--- config.mk ---
export PLATFORM = sky130hd
export DESIGN_NAME = ep_writeback_shifter
export DESIGN_NICKNAME = d
export VERILOG_FILES = /design/src/rtl/ep_writeback_shifter_pkg.sv /design/src/rtl/ep_writeback_shifter_fwd_lookup.sv /design/src/rtl/ep_writeback_shifter.sv
export SDC_FILE = /design/constraint.sdc
export NUM_CORES = 1
export LEC_CHECK = 0
export CAP_MARGIN = 40
export CORE_MARGIN = 3
export CORE_UTILIZATION = 49
export CTS_BUF_LIST = sky130_fd_sc_hd__clkbuf_4 sky130_fd_sc_hd__clkbuf_8 sky130_fd_sc_hd__clkbuf_16
export DETAILED_ROUTE_END_ITERATION = 6
export PLACE_DENSITY = 0.82
export RECOVER_POWER = 100
export SLEW_MARGIN = 20
export SYNTH_ARGS = -nofsm -noshare
export SYNTH_HDL_FRONTEND = slang
export SYNTH_HIERARCHICAL = 1
export SYNTH_SLANG_ARGS = --single-unit
--- constraint.sdc ---
create_clock -name clock -period 2.6 [get_ports clock]
set_input_delay 0.65 -clock clock [delete_from_list [all_inputs] [get_ports clock]]
set_output_delay 0.65 -clock clock [all_outputs]
set_load 0.02 [all_outputs]
--- src/rtl/ep_writeback_shifter_pkg.sv ---
// Shared types and latency constants for the even-pipe writeback shifter and issue-stage hazard logic.
// Result latencies here must stay consistent with the issue-stage scoreboard.
package ep_writeback_shifter_pkg;

    localparam int DEPTH    = 7;
    localparam int DATA_W   = 128;
    localparam int ADDR_W   = 7;

    localparam int LAT_SF1  = 2;
    localparam int LAT_SF2  = 3;
    localparam int LAT_BYTE = 4;
    localparam int LAT_SP   = 6;
    localparam int LAT_SPI  = 7;

    localparam int ERR_COLLIDE = 0;
    localparam int ERR_ILLEGAL = 1;

    typedef enum logic [2:0] {
        UNIT_SF1  = 3'd0,
        UNIT_SF2  = 3'd1,
        UNIT_BYTE = 3'd2,
        UNIT_SP   = 3'd3,
        UNIT_SPI  = 3'd4
    } ep_unit_t;

    typedef struct packed {
        logic              valid;
        logic [ADDR_W-1:0] rt_addr;
        logic [DATA_W-1:0] value;
    } ep_stage_t;

    localparam ep_stage_t STAGE_EMPTY = '0;

    // Zero marks an encoding no execution unit produces.
    function automatic int unit_latency(input logic [2:0] unit);
        case (ep_unit_t'(unit))
            UNIT_SF1:  return LAT_SF1;
            UNIT_SF2:  return LAT_SF2;
            UNIT_BYTE: return LAT_BYTE;
            UNIT_SP:   return LAT_SP;
            UNIT_SPI:  return LAT_SPI;
            default:   return 0;
        endcase
    endfunction

endpackage

--- src/rtl/ep_writeback_shifter_fwd_lookup.sv ---
// Priority match of one forwarding address against every in-flight stage.
// The youngest (lowest-numbered) matching valid stage supplies the data.
module ep_fwd_lookup
    import ep_writeback_shifter_pkg::*;
(
    input  ep_stage_t         stages [1:DEPTH],
    input  logic [ADDR_W-1:0] addr,
    output logic              hit,
    output logic [DATA_W-1:0] data
);

    // NOTE: outputs get defaults before the loop so no path leaves them unassigned (no latch).
    always_comb begin
        hit  = 1'b0;
        data = '0;
        // Oldest first, so a younger match overwrites an older one.
        for (int s = DEPTH; s >= 1; s--) begin
            if (stages[s].valid && (stages[s].rt_addr == addr)) begin
                hit  = 1'b1;
                data = stages[s].value;
            end
        end
    end

endmodule

--- src/rtl/ep_writeback_shifter.sv ---
// Even-pipe result shifter: aligns results to the retire stage, writes back, and sources forwarding.
// Define EP_FWD_EN to build the forwarding lookups; otherwise fwd_* outputs are tied to zero.
module ep_writeback_shifter
    import ep_writeback_shifter_pkg::*;
(
    input  logic              clock,
    input  logic              reset,
    input  logic              res_valid,
    input  logic [2:0]        res_unit,
    input  logic [ADDR_W-1:0] res_rt_addr,
    input  logic [DATA_W-1:0] res_value,
    input  logic              flush,
    input  logic [ADDR_W-1:0] fwd_addr_a,
    input  logic [ADDR_W-1:0] fwd_addr_b,
    output logic              fwd_hit_a,
    output logic [DATA_W-1:0] fwd_data_a,
    output logic              fwd_hit_b,
    output logic [DATA_W-1:0] fwd_data_b,
    output logic              wb_en,
    output logic [ADDR_W-1:0] wb_addr,
    output logic [DATA_W-1:0] wb_data,
    output logic [1:0]        err
);

    ep_stage_t  stages      [1:DEPTH];
    ep_stage_t  stages_next [1:DEPTH];
    logic [1:0] err_q;
    logic [1:0] err_next;
    int         ins_lat;
    logic       slot_busy;

    always_comb begin
        stages_next[1] = STAGE_EMPTY;
        for (int s = 2; s <= DEPTH; s++) begin
            stages_next[s] = stages[s-1];
        end
        err_next  = err_q;
        ins_lat   = unit_latency(res_unit);
        slot_busy = 1'b0;

        // The entry about to shift into the insertion slot has priority over the new result.
        for (int s = 2; s <= DEPTH; s++) begin
            if (s == ins_lat) begin
                slot_busy = stages[s-1].valid;
            end
        end

        if (flush) begin
            stages_next = '{default: STAGE_EMPTY};
        end else if (res_valid) begin
            if (ins_lat == 0) begin
                err_next[ERR_ILLEGAL] = 1'b1;
            end else if (slot_busy) begin
                err_next[ERR_COLLIDE] = 1'b1;
            end else begin
                for (int s = 2; s <= DEPTH; s++) begin
                    if (s == ins_lat) begin
                        stages_next[s] = '{valid: 1'b1, rt_addr: res_rt_addr, value: res_value};
                    end
                end
            end
        end
    end

    // NOTE: the whole stage array is reset, not just the valids; wb_addr/wb_data must read 0 in reset.
    always_ff @(posedge clock or negedge reset) begin
        if (!reset) begin
            stages <= '{default: STAGE_EMPTY};
            err_q  <= '0;
        end else begin
            // NOTE: non-blocking so every stage samples its predecessor's pre-edge value.
            stages <= stages_next;
            err_q  <= err_next;
        end
    end

    assign wb_en   = stages[DEPTH].valid;
    assign wb_addr = stages[DEPTH].rt_addr;
    assign wb_data = stages[DEPTH].value;
    assign err     = err_q;

`ifdef EP_FWD_EN
    ep_fwd_lookup u_fwd_a (
        .stages (stages),
        .addr   (fwd_addr_a),
        .hit    (fwd_hit_a),
        .data   (fwd_data_a)
    );

    ep_fwd_lookup u_fwd_b (
        .stages (stages),
        .addr   (fwd_addr_b),
        .hit    (fwd_hit_b),
        .data   (fwd_data_b)
    );
`else
    logic unused_fwd_addr;
    assign unused_fwd_addr = ^{fwd_addr_a, fwd_addr_b};
    assign fwd_hit_a  = 1'b0;
    assign fwd_data_a = '0;
    assign fwd_hit_b  = 1'b0;
    assign fwd_data_b = '0;
`endif

endmodule

==> results.yml, run 1 <==
hold_path:
  worstHoldEndpoint: "stages[393]"
  hold_path_class: "flop to flop"
  min_path_cells: 1
  hold_start: "stages[529]"
layout:
  final_common_cell: "dfrtp_1"
  final_nets: 3666
  final_cell_mix: "816 x dfrtp_1, 544 x a21oi_1, 540 x o21ai_0"
  fillers: 5686
  postLayoutCoreUtil_pct: 57.29
  drive_gt1_share_pct: 8.331
  syn_to_final_growth_pct: 15.53
worst_setup_path:
  r2r-end: "stages[460]"
  path_class: "primary input to flop"
  cp.required_ns: 3.13
  endpoint_kind: "flop"
  crit_arrival_ns: 2.94
  rr_worst_depth: 5
  crit_fanout: 34
  reg2reg_slack_ns: 0.66
  worstReg2RegStart: "stages[679]"
  cp-start-kind: "primary input"
  crit_start: "res_unit[2]"
power_and_ir_drop:
  peakVddDrop_mv: 0.4794
  netSwitchingFraction_pct: 24.50
  seq_power_share_pct: 46.5
  internal-power_uw: 21040
  power_frac_comb_pct: 8.2
  p_total_uw: 27860
  leakage_uw: 0.01803
  power.density_nw_per_um2: 693.4
  pwr-share-clk_pct: 45.3
  power.switching_uw: 6827
grt:
  grt_start_max_net_pins: 112
  antenna_found_initial: 3
  grt_pass1_wl_mm: 141.8
  track_usage_pct: 23.80
  grt_pass1_vias: 25655
  overflow: 0
cts:
  cts_tree: "done"
  cts_buffers: 83
  root_buffer: "clkbuf_16"
  htree_levels: 3
  cts.sinks: 818
  clockBufferDepth: 3
  clk_pin_slew_ns: 0.06
  clkLatencyLatePin_ns: 0.63
  cts.repair.resized: 0
sta:
  fmax_mhz: 415.2
  holdWs_ns: 0.4415
  drv_slew: 0
  fin_skew_ns: 0.02079
  relSlewSlack_pct: 5.891
  period_share_pct: 92.64
  worst_pin_slew_ns: 1.412
  finalHoldViolCount: 0
  rsz0062_at_grt: "false"
  fin_crit_ns: 2.409
  setup_violations: 0
logic_synthesis:
  ys_ff_latch: 818
  yosys_warnings: 6
  synth_area_per_cell_sq_um: 10.04
  ys_types: 30
  syn_inst: 3465
  synth_area_sq_um: 34780
  seq_area_frac_synth_pct: 58.85
routing:
  avgViaCountPerCell: 5.744
  wl_per_cell_microns: 20.05
  met2_length_mm: 44.88
  top_layer_used: "met5"
  firstDrtPassIters: 6
  vias: 25955
  drc: 0
  antenna_left: 0
  wirelength_mm: 90.60
  drt_iter0_drc: 3039
  dr_wl_met3_mm: 7.408
  wl_met1_mm: 36.11
floorplanning:
  die-height_microns: 272.4
  die-area_sq_um: 74220
  die_x_microns: 272.4
  initial_utilization_pct: 49.59
  ioPinCount: 552
  coreArea_sq_um: 70150
  rows: 97
flow_run:
  drv_cap: 0
placement:
  dp_hpwl_mm: 53.11
  portBuffers: 279
  routabilityCongestion: 0.7926
run_status:
  status: "completed"
routing by layer:
layer,up-vias,GRT usage [%]
met5,-,0
met1,13141,31.94
met4,2,8.260
met3,179,4.123
met2,1329,39.28
li1,11304,-
cells in the mapped netlist:
library cell,n,area [sq um]
dfrtp_1,818,20470
a21oi_1,544,2723
o21ai_0,540,2703
nand3_1,509,2547
buf_4,393,2950
clkbuf_1,280,1051
nor2b_1,138,863.3
and2_1,135,844.6
buf_2,43,215.2
nand4_1,31,193.9
buf_1,9,33.78
inv_1,3,11.26
nand4bb_1,3,33.78
nor2_1,3,11.26
a41o_1,1,10.01
and3b_1,1,8.760
conb_1,1,3.750
inv_2,1,3.750
mux2i_1,1,10.01
nand2_1,1,3.750
nand2b_1,1,6.260
nand3b_1,1,7.510
nor3b_1,1,7.510
nor4b_4,1,23.77
nor4bb_1,1,10.01
o21ai_1,1,5.000
o21bai_1,1,7.510
o311ai_0,1,8.760
or2_2,1,6.260
or4bb_1,1,11.26
sequential cells by signal, indices dropped and copies added, names as in the netlist:
register  count
err           2
stages      680
wb_addr       7
wb_data     128
wb_en         1
worst max path at each step:
| stage | to | slack (ns) | cells after the start |
|---|---|---|---|
| detailed placement | stages[688] | -0.07 | 8 |
| global route | wb_data[22] | 0.11 | 3 |
| finish | stages[176] | 0.19 | 7 |
| floorplan | stages[590] | 0.67 | 7 |
| global placement | stages[808] | -0.02 | 8 |
| CTS | wb_data[124] | 0.24 | 1 |
area by class of cell:
| type | count | area, sq um | area share [%] |
|---|---|---|---|
| well taps | 940 | 1176 | 2.927 |
| diodes | 2 | 5.005 | 0.01245 |
| flip-flops and latches | 818 | 20480 | 50.95 |
| multi-input cells | 2175 | 11100 | 27.63 |
| inverters | 4 | 17.52 | 0.04359 |
| repair buffers | 428 | 4449 | 11.07 |
| clock inverters | 30 | 422.9 | 1.052 |
| clock buffers | 122 | 2537 | 6.314 |
stage by stage:
step	setup WS, ns	cell area, sq um	TNS [ns]	instances
2_1_floorplan	0.6719	35750	0	3722
3_3_place_gp	-0.01660	37500	-0.6030	4364
3_5_place_dp	-0.07109	37500	-4.441	4364
4_1_cts	0.2447	40470	0	4517
5_1_grt	0.1080	40190	0	4519
6_report	0.1914	40190	0	4519
repair_timing:
item / CTS / global route
buffers inserted: 0 / 0
hold buffers: 1 / 0
endpoints found under the hold margin: 31 / 0
worst max-delay path, stage by stage:
cell and delay, ns:
dlygate4sd3_1 0.69, clkbuf_1 0.18, and3b_1 0.39, buf_12 0.22, clkbuf_4 0.42, nand3_1 0.18, a21oi_1 0.19
cell families (layout without fill, tap and decap cells):
kind of cell | count (synthesis) | after routing | synth area share (%)
AOI/OAI and AO/OA | 1088 | 1088 | 15.69
buffers and inverters | 729 | 584 | 12.26
DFF | 818 | 818 | 58.85
muxes | 1 | 1 | 0.02878
other | 1 | 260 | 0.01078
and+or+nand+nor | 828 | 828 | 13.17
power groups by stage:
stage,logic (uW),clock network [uW],registers (uW)
after global placement,2290,0,13200
after global routing,2470,13300,13000
after detailed placement,2320,0,13200
final,2290,12600,13000
after floorplan,1420,0,13200
after CTS,2340,12800,13000
No activity file was read; power rests on OpenSTA's default activity.
==> inputs of run 2 (changes only) <==
- GPL_TIMING_DRIVEN: not set -> 0
==> results.yml, run 2 (synthesis gave the netlist of run 1 again) <==
sta:
  worst_pin_slew_ns: 1.048
  period_share_pct: 98.24
  holdWs_ns: 0.4541
  relSlewSlack_pct: 30.16
  fmax_mhz: 391.5
  drv_slew: 0
  fin_crit_ns: 2.554
  setup_violations: 0
  finalHoldViolCount: 0
  fin_skew_ns: 0.02865
  rsz0062_at_grt: "false"
routing:
  antenna_left: 0
  wl_per_cell_microns: 19.96
  drt_iter0_drc: 2907
  drc: 0
  vias: 28210
  avgViaCountPerCell: 5.501
  firstDrtPassIters: 6
  wirelength_mm: 102.3
power_and_ir_drop:
  leakage_uw: 0.01996
  power.switching_uw: 6968
  netSwitchingFraction_pct: 24.75
  pwr-share-clk_pct: 44.6
  power.density_nw_per_um2: 653.6
  power_frac_comb_pct: 9.4
  p_total_uw: 28150
  internal-power_uw: 21190
  seq_power_share_pct: 46.0
  peakVddDrop_mv: 0.4418
grt:
  track_usage_pct: 26.99
  overflow: 0
  grt_pass1_vias: 27642
  antenna_found_initial: 14
  grt_pass1_wl_mm: 156.2
  grt_start_max_net_pins: 102
placement:
  portBuffers: 278
  placedInstanceArea_sq_um: 40110
  dp_hpwl_mm: 70.16
  routabilityCongestion: 0.8573
  dp_cells: 4961
layout:
  largest_reg_flops: 680
  drive_gt1_share_pct: 15.25
  final_cell_mix: "818 x dfrtp_1, 544 x a21oi_1, 540 x o21ai_0"
  final_common_cell: "dfrtp_1"
  final_nets: 4267
  syn_to_final_growth_pct: 23.83
  fin_cells: 5128
  top_register: "stages"
  postLayoutCoreUtil_pct: 61.40
  final_area_sq_um: 43070
cts:
  cts_tree: "done"
  clkLatencyLatePin_ns: 0.66
  cts.sinks: 818
  cts_buffers: 82
  root_buffer: "clkbuf_16"
  clk_pin_slew_ns: 0.06
  clockBufferDepth: 3
  htree_levels: 3
worst_setup_path:
  cp-start-kind: "primary input"
  crit_fanout: 10
  crit_family: "buffers and inverters"
  path_class: "primary input to flop"
  endpoint_kind: "flop"
  path_cells: "clkdlybuf4s50_1 > buf_2 > and3b_1 > clkbuf_2 > buf_2 > clkbuf_2 > nand3_1 > a21oi_1"
  cp.required_ns: 3.14
  crit_arrival_ns: 3.10
  critPathMaxStageDelay_ns: 0.48
  cp_slowest_cell: "clkdlybuf4s50_1"
  worstPathBufferInverterCount: 5
flow_run:
  drv_cap: 0
floorplanning:
  initial_utilization_pct: 49.59
  die-area_sq_um: 74220
  ioPinCount: 552
  coreArea_sq_um: 70150
  die-height_microns: 272.4
  rows: 97
  die_x_microns: 272.4
hold_path:
  hold_path_class: "flop to flop"
run_status:
  status: "completed"
[run 2: cell types whose count changed in the layout (fill, tap and decap cells not counted), sizes merged]
cell           before  now
inv                10    7
clkinvlp            2    6
diode               2   10
clkbuf            174  429
dlygate4sd3       141  139
bufinv              7    8
clkdlybuf4s50     137  139
clkdlybuf4s18       0    1
clkinv             15   16
buf                98  440
[run 2: worst register-to-register path: cells and delay by family (launching register included)]
family          cells  cell delay (ns)
flops               1             0.41
simple gates        1             0.12
buf+inv             4             1.44
compound gates      2             0.38
[run 2: area by class of cell]
cell class | instances | area (sq um)
Sequential cell | 818 | 20470
Tap cell | 940 | 1176
Fill cell | 5563 | 27080
Clock buffer | 118 | 2459
Multi-Input combinational cell | 2175 | 11010
Timing Repair Buffer | 307 | 3151
Inverter | 4 | 17.52
Antenna cell | 10 | 25.02
Clock inverter | 33 | 473.0
Buffer | 723 | 4289
[run 2: repair_timing]
| action | in CTS | in global routing |
|---|---|---|
| hold buffers | 1 | 0 |
| endpoints found under the setup margin | 174 | 122 |
| cloned | 0 | 0 |
| gates resized for setup | 8 | 34 |
| buffers inserted | 3 | 3 |
| hold endpoints to repair | 32 | 0 |
[run 2: routing by layer]
metal	share of wire (%)	wire length (microns)	global-route usage, %
met2	49	50350	44.81
met3	9.6	9874	6.519
met4	4.4	4519	11.71
met5	0.079	81	0
met1	37	37510	33.77
[run 2: power groups by stage]
stage                     clock network, uW  logic (uW)  registers, uW
after floorplan                           0        1420          13200
after global placement                    0        2440          13200
after detailed placement                  0        2600          13200
after CTS                             12700        2630          12900
after global routing                  13200        2850          13000
final                                 12600        2650          13000
[run 2: worst paths after layout]
kind	start	to	slack, ns	cells past startpoint
max in group asynchronous	reset	stages[293]	0.31	5
max	res_unit[0]	stages[608]	0.05	8
max reg2reg	stages[407]	stages[261]	0.14	7
min reg2reg	stages[430]	stages[294]	0.45	1
min	stages[430]	stages[294]	0.45	1
min in group asynchronous	reset	stages[775]	0.46	2
[run 2: per-stage QoR]
step                setup WS, ns  setup TNS [ns]
floorplan                 0.6719               0
global placement          -34.35               -
detailed placement       -0.9023         -347.23
CTS                      0.01217               0
global route            0.007601               0
finish                   0.04568               0
